### src/rtl/stack_unit.sv
// LIFO operand stack with registered pointer and decoded top/second outputs.
// Define STACK_ERR_EN to add the sticky err flag for overflow/underflow.
module stack_unit #(
  parameter int n     = 8,
  parameter int DEPTH = 8
) (
  input  logic                       clk,
  input  logic                       rst,
  input  logic                       push,
  input  logic                       pop,
  input  logic [n-1:0]               din,
  output logic [n-1:0]               tos,
  output logic [n-1:0]               tos2,
  output logic [$clog2(DEPTH):0]     count,
  output logic                       empty,
  output logic                       full
`ifdef STACK_ERR_EN
  ,
  output logic                       err
`endif
);

  localparam int AW = $clog2(DEPTH);
  localparam int CW = AW + 1;

  logic [n-1:0]  mem [DEPTH];
  logic [CW-1:0] cnt_q;
  logic [CW-1:0] cnt_d;
  logic [AW-1:0] top_idx;
  logic [AW-1:0] sec_idx;
  logic [AW-1:0] wr_idx;
  logic          wr_en;

  assign top_idx = AW'(cnt_q - CW'(1));
  assign sec_idx = AW'(cnt_q - CW'(2));
  assign empty   = (cnt_q == '0);
  assign full    = (cnt_q == CW'(DEPTH));
  assign count   = cnt_q;
  assign tos     = empty ? '0 : mem[top_idx];
  assign tos2    = (cnt_q < CW'(2)) ? '0 : mem[sec_idx];

  always_comb begin
    wr_en  = 1'b0;
    wr_idx = cnt_q[AW-1:0];
    cnt_d  = cnt_q;
    unique case (1'b1)
      push && pop && !empty: begin
        wr_en  = 1'b1;
        wr_idx = top_idx;
      end
      push && pop && empty: begin
        wr_en  = 1'b1;
        wr_idx = '0;
        cnt_d  = CW'(1);
      end
      push && !pop && !full: begin
        wr_en  = 1'b1;
        cnt_d  = cnt_q + CW'(1);
      end
      pop && !push && !empty: begin
        cnt_d  = cnt_q - CW'(1);
      end
      default: ;
    endcase
  end

  always_ff @(posedge clk) begin
    if (rst) begin
      cnt_q <= '0;
    end else begin
      cnt_q <= cnt_d;
    end
  end

  // storage is never cleared; validity is tracked by cnt_q alone
  always_ff @(posedge clk) begin
    if (wr_en && !rst) begin
      mem[wr_idx] <= din;
    end
  end

`ifdef STACK_ERR_EN
  logic bad;
  assign bad = (push && !pop && full) || (pop && empty);

  always_ff @(posedge clk) begin
    if (rst) begin
      err <= 1'b0;
    end else if (bad) begin
      err <= 1'b1;
    end
  end
`endif

endmodule

### config.mk
export PLATFORM = sky130hd
export DESIGN_NAME = stack_unit
export DESIGN_NICKNAME = d
export VERILOG_FILES = /design/src/rtl/stack_unit.sv
export SDC_FILE = /design/constraint.sdc
export NUM_CORES = 1
export LEC_CHECK = 0
export BUFFER_PORTS_ARGS = -buffer_cell sky130_fd_sc_hd__buf_2
export CAP_MARGIN = 10
export CORE_UTILIZATION = 25
export CTS_CLUSTER_SIZE = 14
export DETAILED_ROUTE_END_ITERATION = 12
export HOLD_SLACK_MARGIN = 0.12
export PLACE_DENSITY_LB_ADDON = 0.2
export SYNTH_ARGS = -nofsm -noshare
export SYNTH_HDL_FRONTEND = slang
export SYNTH_SLANG_ARGS = --single-unit
export TNS_END_PERCENT = 30
### constraint.sdc
create_clock -name clk -period 8.48 [get_ports clk]
set_input_delay 0.848 -clock clk [delete_from_list [all_inputs] [get_ports clk]]
set_output_delay 0.848 -clock clk [all_outputs]
set_load 0.02 [all_outputs]
Word-level counts from Yosys, hierarchy flattened. Memory sizes are Yosys's and may differ from the RTL's. Cells that the tools add are included.

Word-level logic and storage cells: 30. Memories kept: 1. Input bits: 12. Register bits: 4. RAM bits: 64.

Reduce and logical (&&, ||, !) cells: 16. $lt $le $gt $ge: 1. Muxes and demuxes: 7. Equal/unequal tests: 1. $add $sub $neg: 3.

Memories: mem (words 8, width 8, read ports 2, clocked after memory_dff 0, write ports 1, line 26) `logic [n-1:0] mem [DEPTH];`.

Operators by type and width (number): $mux W8 (2); $pmux W4 S3 (1); $logic_and A1 B1 Y1 (8); $pmux W3 S2 (1); $logic_not A1 Y1 (5); $add A4 B1 Y4 const B (1); $eq A4 B4 Y1 const B (1); $logic_not A4 Y1 (1); $lt A4 B2 Y1 const B (1); $sub A4 B1 Y4 const B (1); $mux W1 (3); $reduce_bool A3 Y1 (1); $reduce_or A3 Y1 (1); $sub A3 B2 Y3 const B (1).

Logic depth before layout (Yosys ltp). Gate-level depths: netlist of the first run.

Depth in word-level cells: 8. Depth in mapped cells: 10. Gate-level depth less buffers: 6.

Least setup slack after synthesis of the first run. No wires, ideal clock.

Path type: register to output. Start point: reg cnt_q[0], in the netlist count[0]. End point: out tos[0]. Cell stages (with the launch flop): 10. Buffers on the path: 4. Setup slack: 5.308 ns. Data required time: 7.632 ns. Arrival: 2.324 ns. Cell sequence: dfxtp_1 -> buf_6 -> buf_12 -> buf_2 -> inv_1 -> ha_1 -> buf_2 -> mux4_2 -> o21ai_0 -> nand2_1.

Cells in the longest elaborated chain, start to end: 3. Elaborated cells between the ends (all ways): 4.

Ends and longest elaborated chain: start: declaration (line 27) `logic [CW-1:0] cnt_q;`; start signal: assignment (line 71) `cnt_q <= cnt_d;`; $sub A4 B1 Y4; $mem_v2 Z8 W8; $mux W8 * (line 39) `assign tos = empty ? '0 : mem[top_idx];`; end: declaration (line 12) `output logic [n-1:0] tos,`.

Every way passes the cells marked *; elsewhere a longest branch is shown, timed or not.

Worst setup path after layout of the first run.
Start point: reg cnt_q[2], in the netlist count[2]. End point: out tos2[1].

Cells in the longest elaborated chain, start to end: 3. Elaborated cells between the ends (all ways): 4.

Ends and longest elaborated chain: $sub A3 B2 Y3 (line 35) `assign sec_idx = AW'(cnt_q - CW'(2));`; $mem_v2 Z8 W8; $mux W8 * (line 40) `assign tos2 = (cnt_q < CW'(2)) ? '0 : mem[sec_idx];`; end: declaration (line 13) `output logic [n-1:0] tos2,`.

Marks and branches as above.

==> results.cfg, run 1 <==
[clock_network]
post_cts_resized = 0
clock_path_buffers = 2
cts_htree_levels = 3
holdBufCountCts = 0
cts_tree = yes
clock-sinks = 68
clk_latency_ns = 0.33
cts_setup_buffers = 0
cts-root-buf = clkbuf_16
clk_pin_slew_ns = 0.06
numCtsBuffers = 9

[timing]
fin_ws_ns = 5.17
fin_crit_sh_pct = 39.0
tns_ns = 0
fmax_mhz = 302
setup_viol = 0
slew_headroom_pct = 32.1
rsz0062_at_grt = no
finalClockSkew_ns = 0.00669
maxSlewViolCount = 0
finalHoldViolCount = 0
worstMarginPinSlew_ns = 1.02
fin_crit_ns = 3.31

[synth]
async_flop_share_pct = 0
synth_cell_types = 46
synth_area_leaders = edfxtp_1 53%, mux4_2 17%, mux4_1 2.9%
ys.flop_type = edfxtp_1
yosysWarnings = 0
syn-num-nets = 253
yosys.area.top_type = edfxtp_1
syn_inst = 236
yosysTopAreaCellShare_pct = 53.0
avgSynthCellArea_sq_um = 15.4
synth_seq_cells = 68
ys_top_cells_by_count = 64 x edfxtp_1, 28 x mux4_2, 18 x o21ai_0
netlist_area_sq_mm = 0.00362
yosysMostFrequentCell = edfxtp_1
synth_edf_count = 64
synth-seq-area-share_pct = 55.2

[drt]
wl_per_cell_microns = 19.6
drc = 0
drt_iter0_markers = 121
vias_per_cell = 4.95
ant_nets = 0
wirelength_mm = 8.93
drt_pass1_iterations = 4
via_count = 2255

[finish]
drive_gt1_share_pct = 32.2
stdcell_count = 456
nets = 288
synthToLayoutAreaGrowth_pct = 17.3
antenna_cells = 0
fill_cells = 1406

[global_route]
antenna_found_initial = 0
grtUsageTotal_pct = 13.1
grt_start_max_net_pins = 46
grt-ovfl-total = 0
grt_pass1_vias = 2313
grt_pass1_wl_mm = 14.1

[critical_path]
crit_buf_inv = 2
reg2reg_slack_ns = 5.66
end_kind = output pin
crit_chain = inv_1, ha_1, mux2i_1, nor2_1, buf_2
critPathTopFamily = adder cells
crit_required_ns = 7.63
crit_path_max_fanout = 15
setup.worst_path.class = reg -> out
start_kind = flip-flop
cp.arrival_ns = 2.46
slowest_stage = ha_1
critPathMaxStageDelay_ns = 0.77

[flow_run]
maxCapViolations = 0

[place]
place_inst = 440
dp_slack_ns = 5.47
dpl.hpwl_mm = 5.79
portBuffers = 33
gp_congestion = 0.737

[power]
power_density_mw_per_mm2 = 319
worst_ir_drop_vdd_mv = 0.105
p_total_mw = 1.36
leakage_nw = 1.43

[floorplanning]
dieArea_sq_mm = 0.0150
die_x_microns = 122
rows = 43
core_sq_mm = 0.0140
start_util_pct = 25.9
ios = 34
die_y_microns = 122

[min_path]
min_path_type = reg -> reg

[outcome]
status = completed
[metrics by stage]
step	instance area [sq um]	utilization [%]	hold slack [ns]
after global placement	3960	28.3	0.685
after CTS	4250	30.4	0.691
after global routing	4250	30.4	0.751
after floorplan	3620	-	0.715
after detailed placement	3960	28.3	0.682
final	4250	30.4	0.689
[worst paths after layout]
| path | depth (start not counted) | end | from |
|---|---|---|---|
| min reg2reg | 2 | count[0]$_SDFFE_PP0P_ | count[3]$_SDFFE_PP0P_ |
| max | 5 | tos2[1] | count[2]$_SDFFE_PP0P_ |
| max reg2reg | 5 | mem[7][6]$_DFFE_PP_ | count[0]$_SDFFE_PP0P_ |
| min | 2 | count[0]$_SDFFE_PP0P_ | count[3]$_SDFFE_PP0P_ |
[layout make-up]
class	count	area, sq um	share of cell area [%]
multi-input combinational	145	1480	34.9
tap	180	225	5.30
sequential	68	2000	47.1
timing repair buffer	40	218	5.12
clock buffer	10	229	5.39
inverter	7	26.3	0.618
clock inverter	6	65.1	1.53
[where the power goes]
group,leakage (nW),internal [mW],switching (mW)
sequential,0.611,0.398,0.0192
combinational,0.679,0.238,0.335
clock,0.142,0.227,0.139
total,1.43,0.863,0.494
[state kept, by name, summed over array words and instances, names as in the netlist]
name	flops
mem	64
count	4
[routing by layer]
metal	track usage [%]	wire, microns	part of all wire (%)
met1	17.5	3930	44
met2	20.4	4360	49
met3	3.30	489	5.5
met4	4.95	148	1.7
met5	0	0	0
[tightest hold or removal path: cells and delay by family (launching register included)]
kind	cells	cell delay [ns]
DFF	1	0.45
AOI/OAI and AO/OA	1	0.07
and+or+nand+nor	1	0.12
[layout by cell type (no fill, tap or decap), types with 2 or more instances in the layout]
master and instances:
nand3b_1 3, a21oi_1 3, o211ai_1 2, nor3_1 5, nor2b_1 3, dfxtp_1 3
buf_2 33, nand2b_1 2, clkbuf_16 9, nand2_1 17, clkinv_2 2, mux2i_1 9
nor2_1 17, o2111ai_1 2, buf_4 7, edfxtp_1 64, o21ai_0 18, clkinv_4 2
ha_1 5, o22ai_1 2, mux4_2 28, nand4b_1 2, inv_1 7, xnor2_1 2
mux4_1 4
[cell families (layout without fill, tap and decap cells)]
kind of cell	after synthesis	after routing	share of synthesized area, %
AOI/OAI and AO/OA	38	38	7.32
xor gates and xnor gates	4	4	1.17
adders and majority gates	5	5	1.73
buffers and inverters	23	63	3.83
DFF	68	68	55.2
muxes	41	41	22.8
and+or+nand+nor	57	57	7.91
(Power assumes the default switching activity.)
==> inputs of run 2 (changes only) <==
==> constraint.sdc (replaced) <==
create_clock -name clk -period 3.3 [get_ports clk]
set_input_delay 0.33 -clock clk [delete_from_list [all_inputs] [get_ports clk]]
set_output_delay 0.33 -clock clk [all_outputs]
set_load 0.02 [all_outputs]
==> results.cfg, run 2 (synthesized netlist as in run 1, its figures left out) <==
[critical_path]
crit_chain = inv_1, ha_1, mux2i_1, nor2_1, buf_2
worst_r2r_path_depth = 6
crit_required_ns = 2.97
rr_startpoint = count[0]$_SDFFE_PP0P_
slowest_stage = ha_1
critPathMaxStageDelay_ns = 0.70
reg2reg_slack_ns = 0.86
cp.arrival_ns = 2.37
setup.worst_path.class = reg -> out
regToRegEndpoint = mem[5][1]$_DFFE_PP_
start_kind = flip-flop
end_kind = output pin
crit_path_max_fanout = 15

[place]
gp_congestion = 0.749
portBuffers = 33
place_inst = 453
dpl.hpwl_mm = 6.42

[finish]
synthToLayoutAreaGrowth_pct = 21.2
largest_reg_flops = 64
stdcell_count = 469
regMostFlops = mem
nets = 301
fill_cells = 1421
layout_commonest_cell = edfxtp_1
final-seq-area_sq_mm = 0.00200
most-common-layout-cells = 64 x edfxtp_1, 33 x buf_2, 28 x mux4_2, 20 x buf_4, 18 x o21ai_0
multiInputGateArea_sq_mm = 0.00148
antenna_cells = 0
drive_gt1_share_pct = 35.6

[timing]
finalHoldViolCount = 0
fin_crit_sh_pct = 81.9
maxSlewViolCount = 0
finalClockSkew_ns = 0.00756
rsz0062_at_grt = no
setup_viol = 0
worstMarginPinSlew_ns = 0.906
tns_ns = 0
fmax_mhz = 370
fin_crit_ns = 2.70
slew_headroom_pct = 39.4

[global_route]
grt_pass1_wl_mm = 14.3
antenna_found_initial = 0
grtUsageTotal_pct = 13.7
grt_start_max_net_pins = 46
grt-ovfl-total = 0
grt_pass1_vias = 2459

[clock_network]
clock-sinks = 68
clock_path_buffers = 2
numCtsBuffers = 9
clk_latency_ns = 0.34
clk_pin_slew_ns = 0.06
holdBufCountCts = 0
cts_setup_buffers = 0
post_cts_resized = 0
cts_tree = yes
cts_htree_levels = 3
cts-root-buf = clkbuf_16

[outcome]
status = completed

[min_path]
whs_path_depth = 1
min_path_type = in -> reg
hold_start = din[6]
min_to = mem[0][6]$_DFFE_PP_

[drt]
ant_nets = 0
vias_per_cell = 4.90
wl_per_cell_microns = 20.1
wirelength_mm = 9.42
via_count = 2298
drt_iter0_markers = 120
drt_pass1_iterations = 4
drc = 0

[flow_run]
maxCapViolations = 0

[floorplanning]
start_util_pct = 25.9
die_x_microns = 122
ios = 34
core_sq_mm = 0.0140
die_y_microns = 122
rows = 43
dieArea_sq_mm = 0.0150

[power]
worst_ir_drop_vdd_mv = 0.286
power_density_mw_per_mm2 = 841
leakage_nw = 1.52
run 2: power by group:
| group | switching [mW] | total [mW] | internal (mW) |
|---|---|---|---|
| sequential | 0.0497 | 1.07 | 1.02 |
| clock | 0.360 | 1.09 | 0.734 |
| combinational | 0.878 | 1.53 | 0.649 |
run 2: cell type report:
type | count | area share (%)
clock buffer | 9 | 5.13
clock inverter | 7 | 2.62
tap | 180 | 5.13
timing repair buffer | 53 | 7.18
multi-input combinational | 145 | 33.8
inverter | 7 | 0.598
sequential | 68 | 45.6
run 2: critical path, delay by kind of cell (launching register included):
family                   cells  cell delay, ns
adder cells (fa/ha/maj)      1            0.70
AND/OR/NAND/NOR              1            0.17
buffers and inverters        2            0.39
flip-flops                   1            0.64
multiplexers                 1            0.14
run 2: worst max-delay path by stage:
stage / from / cells after the start / end
CTS: count[2]$_SDFFE_PP0P_ / 5 / tos2[0]
global route: count[2]$_SDFFE_PP0P_ / 5 / tos2[0]
finish: count[2]$_SDFFE_PP0P_ / 5 / tos2[4]
global placement: count[2]$_SDFFE_PP0P_ / 5 / tos2[0]
detailed placement: count[0]$_SDFFE_PP0P_ / 6 / mem[5][3]$_DFFE_PP_
floorplan: count[0]$_SDFFE_PP0P_ / 9 / mem[2][0]$_DFFE_PP_
run 2: metrics by stage:
step	setup slack, ns	util, %	power (mW)	cell area (sq um)	hold slack [ns]
3_5_place_dp	0.841	29.0	2.65	4050	0.624
3_3_place_gp	0.877	29.0	2.64	4050	0.619
2_1_floorplan	0.225	-	2.19	3620	0.399
5_1_grt	0.335	31.4	3.90	4390	0.268
4_1_cts	0.484	31.4	3.76	4390	0.262
6_report	0.597	31.4	3.69	4390	0.270
run 2: per-layer routing:
layer	global-route usage [%]	wire, microns
met5	2.43	49
met4	5.95	119
met1	16.6	3990
met2	22.7	4810
met3	3.67	453
==> inputs of run 3 (changes only) <==
==> constraint.sdc (replaced) <==
create_clock -name clk -period 2.6 [get_ports clk]
set_input_delay 0.26 -clock clk [delete_from_list [all_inputs] [get_ports clk]]
set_output_delay 0.26 -clock clk [all_outputs]
set_load 0.02 [all_outputs]
==> results.cfg, run 3 (synthesized netlist as in run 1, its figures left out) <==
[global_route]
grt_pass1_wl_mm = 14.3
grt-ovfl-total = 0
grtUsageTotal_pct = 13.4
grt_start_max_net_pins = 46
antenna_found_initial = 0
grt_pass1_vias = 2372

[floorplanning]
core_sq_mm = 0.0140
die_x_microns = 122
dieArea_sq_mm = 0.0150
ios = 34
start_util_pct = 25.9
die_y_microns = 122
rows = 43

[power]
pwr-share-clk_pct = 24.7
p_total_mw = 4.58
net-switching-power_mw = 1.71
sequentialPowerShare_pct = 29.7
switching_share_pct = 37.3
power.combinational.fraction_pct = 45.6
worst_ir_drop_vdd_mv = 0.374
p_int_mw = 2.87
power_density_mw_per_mm2 = 1030
leakage_nw = 1.50

[finish]
regMostFlops = mem
stdcell_count = 468
postLayoutCellArea_sq_mm = 0.00444
antenna_cells = 0
layout_commonest_cell = edfxtp_1
most-common-layout-cells = 64 x edfxtp_1, 33 x buf_2, 28 x mux4_2, 18 x o21ai_0, 17 x nand2_1
nets = 300
largest_reg_flops = 64
synthToLayoutAreaGrowth_pct = 22.6
drive_gt1_share_pct = 39.6

[clock_network]
cts_tree = yes
holdBufCountCts = 0
cts-root-buf = clkbuf_16
numCtsBuffers = 9
clock-sinks = 68
clk_latency_ns = 0.33
clock_path_buffers = 2
cts_setup_buffers = 0
clk_pin_slew_ns = 0.06
cts_htree_levels = 3

[critical_path]
slowest_stage = mux4_2
end_kind = output pin
cp.arrival_ns = 2.19
crit_path_max_fanout = 13
setup.worst_path.class = reg -> out
crit_chain = inv_1, ha_2, buf_12, mux4_2, o21ai_0, nand2_1, buf_2
critPathMaxStageDelay_ns = 0.50
crit_required_ns = 2.34
start_kind = flip-flop

[flow_run]
maxCapViolations = 0

[timing]
slew_headroom_pct = 57.2
fin_crit_sh_pct = 94.4
finalClockSkew_ns = 0.00878
fmax_mhz = 407
worstMarginPinSlew_ns = 0.642
fin_crit_ns = 2.45
setup_viol = 0
maxSlewViolCount = 0
rsz0062_at_grt = no
finalHoldViolCount = 0
tns_ns = 0

[drt]
wirelength_mm = 9.23
drc = 0
drt_pass1_iterations = 4
wl_per_cell_microns = 19.7
ant_nets = 0
via_count = 2312
vias_per_cell = 4.94
drt_iter0_markers = 180

[place]
gp_congestion = 0.720
portBuffers = 33
place_inst = 452
dpl.hpwl_mm = 6.35
place_area_sq_mm = 0.00414

[outcome]
status = completed

[min_path]
min_path_type = in -> reg
## run 3: cell count changes in the layout (fill, tap and decap cells not counted), moves of 2 or more
cell	previous run	this run
ha_1	5	3
nor2_2	0	3
nor2_4	0	2
nor3_4	0	2
nor2_1	17	12
ha_2	0	2
inv_6	0	4
nor3_1	5	3
buf_12	0	2
bufinv_16	3	0
buf_4	20	16
## run 3: path summary, 6_finish.rpt
path,from,end,slack [ns],cells past startpoint
worst max-delay path,count[1]$_SDFFE_PP0P_,tos[1],0.15,7
worst min-delay path,din[3],mem[7][3]$_DFFE_PP_,0.20,1
worst max register to register,count[1]$_SDFFE_PP0P_,mem[5][2]$_DFFE_PP_,0.33,6
worst min register to register,count[3]$_SDFFE_PP0P_,count[2]$_SDFFE_PP0P_,0.70,2
## run 3: final cells by class
class,instances,area [sq um]
fillers,1398,9550
repair buffers,52,337
flip-flops and latches,68,2010
multi-input cells,145,1570
clock inverters,7,55.1
inverters,7,26.3
well taps,180,225
clock buffers,9,225
## run 3: stage by stage
stage                     utilization [%]  worst slack [ns]  hold WS (ns)
after global routing                 31.8          0.000906         0.203
after global placement               29.6             0.227         0.543
final                                31.8             0.146         0.205
after floorplan                         -            0.0214         0.320
after CTS                            31.6            0.0307         0.194
after detailed placement             29.6             0.199         0.543
## run 3: routing by layer
layer  vias up  part of all wire [%]  global-route usage, %
met2        61                    50                   21.7
met4         0                  0.78                   3.51
met5         -                     0                      0
li1       1056                     -                      -
met1      1189                    45                   18.1
met3         6                   4.6                   2.83
## run 3: power groups by stage
| stage | sequential [mW] | combinational, mW | clock [mW] |
|---|---|---|---|
| after floorplan | 1.38 | 1.47 | 0 |
| after global routing | 1.37 | 2.27 | 1.20 |
| after detailed placement | 1.38 | 2.07 | 0 |
| after CTS | 1.36 | 2.08 | 1.16 |
| after global placement | 1.38 | 2.08 | 0 |
| final | 1.36 | 2.09 | 1.13 |
## run 3: what timing repair did
item	CTS	global route
setup endpoints to repair	0	11
endpoints found under the hold margin	0	0
resized for setup	0	6
## run 3: critical path, delay by kind of cell, from the launching register on
kind / cells / cell delay (ns)
buffers and inverters: 3 / 0.43
muxes: 1 / 0.50
adders and majority gates: 1 / 0.40
and+or+nand+nor: 1 / 0.10
AOI/OAI and AO/OA: 1 / 0.10
DFF: 1 / 0.33
